`src/rtl/kth_largest_tracker.sv`:
```
// Streaming top-K tracker: keeps the K largest samples since reset/clear in a sorted
// register file, updated by a single-cycle parallel compare-and-shift.
module kth_largest_tracker #(
  parameter int DATA_WIDTH = 32,
  parameter int K          = 2,
  parameter bit SIGNED     = 1'b0
) (
  input  logic                    clk,
  input  logic                    resetn,
  input  logic [DATA_WIDTH-1:0]   din,
  input  logic                    din_valid,
  input  logic                    clear,
  output logic [DATA_WIDTH-1:0]   dout,
  output logic                    dout_valid,
  output logic [DATA_WIDTH-1:0]   max_out,
  output logic [$clog2(K+1)-1:0]  count,
  output logic [K*DATA_WIDTH-1:0] topk
);

  localparam int CW = $clog2(K + 1);
  localparam logic [CW-1:0] FULL = CW'(K);

  logic [DATA_WIDTH-1:0] top_q [K];
  logic [DATA_WIDTH-1:0] base  [K];
  logic [DATA_WIDTH-1:0] top_d [K];
  logic [CW-1:0]         cnt_q, base_cnt, cnt_d;
  logic [K-1:0]          ins;

  function automatic logic greater(input logic [DATA_WIDTH-1:0] a, input logic [DATA_WIDTH-1:0] b);
    if (SIGNED) return $signed(a) > $signed(b);
    else        return a > b;
  endfunction

  // Clear is folded in ahead of insertion so clear+din_valid leaves din alone in slot 0.
  always_comb begin
    // NOTE: every combinational output gets a default first; a path that skips an assignment infers a latch.
    base_cnt = clear ? '0 : cnt_q;
    for (int i = 0; i < K; i++) begin
      base[i] = clear ? '0 : top_q[i];
      ins[i]  = (CW'(i) >= base_cnt) || greater(din, base[i]);
    end

    // ins[] is monotonic over a sorted list, so slot i takes din at the first set bit
    // and its upper neighbour for every set bit after it.
    top_d[0] = (din_valid && ins[0]) ? din : base[0];
    for (int i = 1; i < K; i++) begin
      top_d[i] = base[i];
      if (din_valid && ins[i])
        top_d[i] = ins[i-1] ? base[i-1] : din;
    end

    cnt_d = base_cnt;
    if (din_valid && base_cnt != FULL)
      cnt_d = base_cnt + 1'b1;
  end

  // NOTE: the register file is small and must read 0 after reset, so every slot is reset explicitly.
  always_ff @(posedge clk or negedge resetn) begin
    if (!resetn) begin
      for (int i = 0; i < K; i++) top_q[i] <= '0;
      cnt_q <= '0;
    end else begin
      // NOTE: non-blocking assignments keep every slot's next value based on the pre-edge state.
      for (int i = 0; i < K; i++) top_q[i] <= top_d[i];
      cnt_q <= cnt_d;
    end
  end

  always_comb begin
    count      = cnt_q;
    dout_valid = (cnt_q == FULL);
    dout       = dout_valid ? top_q[K-1] : '0;
    max_out    = (cnt_q != '0) ? top_q[0] : '0;
    for (int i = 0; i < K; i++)
      topk[i*DATA_WIDTH +: DATA_WIDTH] = (CW'(i) < cnt_q) ? top_q[i] : '0;
  end

endmodule

```
`config.mk`:
```
export PLATFORM = sky130hd
export DESIGN_NAME = kth_largest_tracker
export DESIGN_NICKNAME = d
export VERILOG_FILES = /design/src/rtl/kth_largest_tracker.sv
export SDC_FILE = /design/constraint.sdc
export NUM_CORES = 1
export LEC_CHECK = 0
export ABC_AREA = 1
export CELL_PAD_IN_SITES_DETAIL_PLACEMENT = 1
export CELL_PAD_IN_SITES_GLOBAL_PLACEMENT = 1
export CORE_ASPECT_RATIO = 0.5
export CORE_UTILIZATION = 34
export CTS_CLUSTER_DIAMETER = 150
export DETAILED_ROUTE_END_ITERATION = 6
export GPL_ROUTABILITY_DRIVEN = 0
export GPL_TIMING_DRIVEN = 0
export PLACE_DENSITY = 0.87
export SYNTH_ARGS = -nofsm -noshare
export SYNTH_HDL_FRONTEND = slang
export SYNTH_SLANG_ARGS = --single-unit
```
`constraint.sdc`:
```
create_clock -name clk -period 2.3 [get_ports clk]
set_input_delay 0.575 -clock clk [delete_from_list [all_inputs] [get_ports clk]]
set_output_delay 0.575 -clock clk [all_outputs]
set_load 0.02 [all_outputs]
```
==> qor.txt, run 1 <==
Outcome -> finished, violations left
Failing checks -> design-rule violations, negative setup slack
Num rows -> 34
# IOs -> 167
Chip width -> 191 um
Crit. End Element -> flip-flop
Area Growth Syn to Fin -> 76.6%
Final setup vio count -> 131
Initial antenna violation count -> 0
Number of detailed-route iterations in the first pass -> 7
Crit-path max FO -> 6
Cell variety after synth -> 26
Post-synthesis sequential area ratio -> 27.2%
Leakage -> 5.87 nW
Count leader, synth -> nand2_1
Clock root buffer -> clkbuf_16
Mapped Area -> 6080 um^2
H-tree depth -> 3
Actual slew at the worst max-slew pin -> 0.928 ns
Synthesized Nets -> 1066
Arr. time, crit path -> 3.20 ns
Total chip power -> 6.51 mW
CTS tree -> yes
#FFs+latches synth -> 66
GRT Overall Usage -> 36.1%
Power per cell area -> 607 nW/um^2
Clock transition at path regs -> 0.06 ns
CTS buffer count -> 9
Mapped Cells -> 964
Met1 usage -> 42.0%
Max Freq -> 0.343 GHz
Total number of vias -> 8571
Synth area leader -> dfrtp_1
Die height -> 96.5 um
Top FF cell, synth -> dfrtp_1
Final hold viol count -> 0
Post-route DRC -> 2
Initial drt markers -> 908
CP required -> 2.59 ns
First-pass GRT wire length -> 49200 um
Worst-Skew Late Latency -> 0.38 ns
Full die area -> 18400 um^2
CTS hold repair buffers -> 0
Crit path time final -> 2.91 ns
Deepest clock path buffer count -> 2
Synth top area cells -> dfrtp_1, nand2_1, ha_1
RSZ-0062 raised after global routing -> true
Synth Area per Inst -> 6.31 um^2
Final ANT Viol Nets -> 0
Hold crit path type -> primary input to asynchronous set/reset pin
Kind of critical path -> primary input to flip-flop
Slew Limit Fails -> 0
Max-cap violations -> 0
IO Port Bufs -> 164
GRT Max-Usage Layer -> met2
DP Wirelength -> 17300 um
GR Util met2 -> 62.0%
CP Launch Type -> primary input
Initial Util -> 34.8%
Worst Slack Setup Final -> -0.612 ns
Max VDD drop -> 0.441 mV
Drt wl/cell -> 28.4 um
Vias in the first global route -> 8500
NumNets Final -> 1311
EDFF count, synth -> 0
Post-synth top area share -> 27.2%
GRT overflow -> 0
# clock sinks -> 66
Wirelength, routed -> 41100 um
Slew Limit Headroom -> 38.1%
DR vias/cell -> 5.92
Met3 usage -> 7.55%
Layout cells sized above 1 -> 41.8%
Synth top cells by count -> nand2_1, inv_1, nor2_1
Largest net degree at the start of global routing -> 36
Yosys Warn Count -> 0
Tcrit/Tclk final -> 127%
Clock Skew -> 0.0187 ns
Core area -> 17400 um^2
Ys async rst share -> 100%
Final core occ -> 61.5%
# diodes -> 0
## cell families (layout without fill, tap and decap cells)
logic type,after synthesis,count (layout),share of synthesized area [%]
compound gates,43,43,3.97
flops,66,66,27.2
xor+xnor,1,1,0.144
simple gates,551,552,36.9
fa+ha+maj,66,66,13.6
buf+inv,237,486,18.2
## cells in the final DEF, fill, tap and decap left out, types with 6 or more instances in the layout
master         instances
nor2_1                53
dlygate4sd2_1         86
dfrtp_1               64
inv_1                147
nand2_1              199
buf_6                 40
clkbuf_2              27
clkbuf_16             27
ha_1                  38
ha_4                  28
nor2_2                30
buf_8                  9
a21oi_1               22
buf_12                 9
clkbuf_1               7
nand3_1               62
inv_2                 13
buf_4                 82
nor2_4                55
nand2_2               92
buf_2                 13
a21oi_2                6
nand2_4               45
## final timing paths
check | start | to | slack (ns) | cells after the start
max | clear | top_q[3] | -0.61 | 15
min | resetn | top_q[36] | 0.18 | 1
max reg2reg | top_q[50] | top_q[11] | -0.59 | 19
min reg2reg | top_q[5] | top_q[5] | 0.62 | 4
max in group asynchronous | resetn | top_q[18] | 1.49 | 2
min in group clk | top_q[5] | top_q[5] | 0.62 | 4
## routing by layer
metal / vias to the layer above / part of all wire (%)
li1: 3375 / -
met1: 4197 / 37
met2: 716 / 45
met3: 283 / 11
met4: 0 / 7.3
met5: - / 0
## critical path: stages
cell	delay (ns)
clkbuf_16	0.16
clkbuf_16	0.18
nor2_2	0.17
inv_1	0.11
ha_4	0.29
nand4_1	0.19
nor4_4	0.40
nand2_1	0.18
nand2_2	0.12
nand2_4	0.08
a21oi_4	0.20
buf_6	0.15
buf_4	0.17
nand2_2	0.09
nand2_1	0.11
## report_power, final
group	internal [mW]	leakage, nW	switching [mW]
registers	1.29	0.862	0.102
clock network	0.901	0.147	0.639
logic	1.38	4.86	2.20
total	3.57	5.87	2.94
## flip-flops by register name, summed over array words and instances, names as in the netlist
register,count
top_q,64
count,2
## metrics by stage
stage	hold WS (ns)	TNS, ns	setup WS (ns)	cell area, um^2	std cells
floorplan	0.279	-9.32	-0.160	6340	964
global placement	0.579	-200.77	-1.85	8270	1362
detailed placement	0.573	-84.34	-0.730	8290	1363
CTS	0.212	-7.94	-0.156	9790	1427
global route	0.208	-38.37	-0.629	10700	1448
finish	0.183	-36.96	-0.612	10700	1448
## final cells by class
cell class              count  area [um^2]
fillers                  2123         6710
multi-input cells         662         4820
repair buffers            236         2230
flip-flops and latches     66         1650
plain buffers              72          817
inverters                 162          621
well taps                 234          293
clock buffers              14          264
clock inverters             2         35.0
## what timing repair did
item                       4_1_cts  5_1_grt
hold endpoints to repair         0        0
setup buffers                   34       24
pin swaps                       28       30
resized for setup              479      336
setup endpoints to repair      191      115
gates cloned                    16        4
No activity file was read; power rests on OpenSTA's default activity.
==> inputs of run 2 (changes only) <==
--- a/config.mk
+++ b/config.mk
@@ -9,6 +9,7 @@
 export CELL_PAD_IN_SITES_DETAIL_PLACEMENT = 1
 export CELL_PAD_IN_SITES_GLOBAL_PLACEMENT = 1
 export CORE_ASPECT_RATIO = 0.5
+export CORE_MARGIN = 5
 export CORE_UTILIZATION = 34
 export CTS_CLUSTER_DIAMETER = 150
 export DETAILED_ROUTE_END_ITERATION = 6
==> run 2 against run 1 <==
Against the previous run: the flow finishes with violations (negative setup slack); via count is 10% lower; clock power hardly changed; cell area is 11% lower; sequential share of layout area is 1.9 points higher; combinational power is 20% lower; clock skew is 0.0024 ns lower; first-iteration DRC count is 35% lower; clock-buffer cell count is 1 lower; cell count is 2.3% lower; critical endpoint is now top_q[36]; highest routed layer is now met5.
==> qor.txt, run 2 (synthesis results as in run 1) <==
Worst Slack Setup Final -> -0.528 ns
Wirelength, routed -> 33400 um
Clock root buffer -> clkbuf_16
Crit path time final -> 2.83 ns
Most frequent cells in the layout -> nand2_1, inv_1, dlygate4sd2_1
R2R Path End -> top_q[36]
Slew Limit Fails -> 0
Place WS -> -0.738 ns
Hold Slack -> 0.167 ns
Footprint of the multi-input gates -> 4080 um^2
Most frequent cell on the critical path -> nand2_1
Power Internal -> 3.30 mW
Dpl cells -> 1363
Total number of vias -> 7703
Register area -> 1650 um^2
Max reg flops -> 64
Full die area -> 20800 um^2
Max VDD drop -> 0.415 mV
Final setup vio count -> 98
Final core occ -> 54.8%
Actual slew at the worst max-slew pin -> 0.814 ns
H-tree depth -> 3
Slew Limit Headroom -> 45.8%
Largest register by flop count -> top_q
Power per cell area -> 605 nW/um^2
Arr. time, crit path -> 3.08 ns
Worst R2R Start -> top_q[51]
Max-cap violations -> 0
RSZ-0062 raised after global routing -> true
Failing checks -> negative setup slack
CP required -> 2.55 ns
Initial drt markers -> 593
CTS buffer count -> 9
Crit. End Element -> flip-flop
Core area -> 17400 um^2
Deepest clock path buffer count -> 2
Slowest stage cell, crit path -> ha_4
Sw Ratio -> 43.0%
Hold crit path type -> primary input to asynchronous set/reset pin
Clock Skew -> 0.0163 ns
Critical path cell sequence -> clkbuf_16, clkbuf_16, nor2_4, inv_1, ha_4, nand2_1, inv_1, nand2_1, nand2_1, nand2_1, a21oi_2, nor2_2, nand2_2, nand2_4, nand2_8, nand2_8, clkbuf_16, nand2_1, nand2_1
Max Freq -> 0.354 GHz
CTS tree -> yes
DP Wirelength -> 17800 um
# IOs -> 167
R2R setup slack -> -0.43 ns
Filler Cells Inserted -> 2184
Placed cell areas -> 8290 um^2
Tcrit/Tclk final -> 123%
Layout cells sized above 1 -> 29.1%
Crit-path max FO -> 9
NumNets Final -> 1278
Die height -> 105 um
Psw -> 2.49 mW
Num rows -> 34
Design area -> 9560 um^2
Leakage -> 5.45 nW
GRT overflow -> 0
Kind of critical path -> primary input to flip-flop
Cell Count, Final, Fillers Out -> 1415
Vias in the first global route -> 7633
CP Launch Type -> primary input
Outcome -> finished, violations left
Final ANT Viol Nets -> 0
# clock sinks -> 66
Clock transition at path regs -> 0.07 ns
Seq pwr share -> 23.7%
Most common cell after layout, fill and taps aside -> nand2_1
Worst reg-to-reg path cell count -> 18
Number of detailed-route iterations in the first pass -> 7
Chip width -> 199 um
DR vias/cell -> 5.44
Largest net degree at the start of global routing -> 36
IO Port Bufs -> 164
GRT Overall Usage -> 25.3%
Post-route DRC -> 0
Clk pwr share -> 26.5%
Initial Util -> 34.8%
Slowest stage delay, CP -> 0.28 ns
Initial antenna violation count -> 2
Area Growth Syn to Fin -> 57.3%
Logic pwr share -> 49.8%
Final hold viol count -> 0
Worst-Skew Late Latency -> 0.36 ns
First-pass GRT wire length -> 41800 um
Drt wl/cell -> 23.6 um
-- run 2: changes by cell type in the layout (fill, tap and decap cells not counted), sizes merged --
| cell | previous run | this run |
|---|---|---|
| clkinv | 2 | 3 |
| clkdlybuf4s15 | 6 | 14 |
| inv | 161 | 160 |
| diode | 0 | 1 |
| clkbuf | 69 | 55 |
| dlygate4sd2 | 86 | 69 |
| clkdlybuf4s50 | 3 | 9 |
| dlymetal6s2s | 3 | 15 |
| buf | 155 | 126 |
-- run 2: how the worst max path moves through the flow --
stage                   from         to  slack (ns)
floorplan              clear  top_q[56]       -0.16
global placement      resetn  top_q[10]       -1.85
detailed placement  count[0]   topk[29]       -0.74
CTS                    clear  top_q[13]       -0.24
global route           clear  top_q[52]       -0.58
finish                 clear  top_q[36]       -0.53
-- run 2: layout make-up --
type | count | area share [%]
multi-input combinational | 662 | 42.7
timing repair buffer | 201 | 19.2
sequential | 66 | 17.3
buffer | 74 | 8.10
inverter | 162 | 6.49
tap | 234 | 3.06
clock buffer | 13 | 2.83
clock inverter | 2 | 0.366
antenna | 1 | 0.0262
-- run 2: critical path: cells and delay by family --
| kind | cells | cell delay, ns |
|---|---|---|
| simple gates | 12 | 1.28 |
| fa+ha+maj | 1 | 0.28 |
| compound gates | 1 | 0.16 |
| buf+inv | 5 | 0.76 |
-- run 2: metrics by stage --
stage / total power [mW] / TNS, ns
floorplan: 2.71 / -9.32
global placement: 3.55 / -205.62
detailed placement: 3.64 / -88.58
CTS: 5.28 / -11.82
global route: 5.96 / -34.58
finish: 5.78 / -29.30
-- run 2: timing repair --
item / CTS / global route
hold buffers: 0 / 0
gates resized for setup: 346 / 193
setup endpoints to repair: 191 / 136
pin swaps: 18 / 34
cloned: 5 / 10
setup buffers: 16 / 6
-- run 2: routing by layer --
layer	share of wire, %	global-route usage, %	routed length [um]	vias to the layer above
met3	7.5	4.44	2520	162
met1	39	31.4	13000	3788
li1	-	-	-	3301
met4	6.4	7.22	2120	2
met5	0.024	0	8	-
met2	47	45.2	15800	450
-- run 2: power by group through the flow --
stage / Combinational, mW / Sequential, mW / Clock [mW]
final: 2.88 / 1.37 / 1.53
after detailed placement: 2.27 / 1.37 / 0
after floorplan: 1.35 / 1.35 / 0
after global placement: 2.19 / 1.36 / 0
after global routing: 3.02 / 1.38 / 1.57
after CTS: 2.45 / 1.35 / 1.48
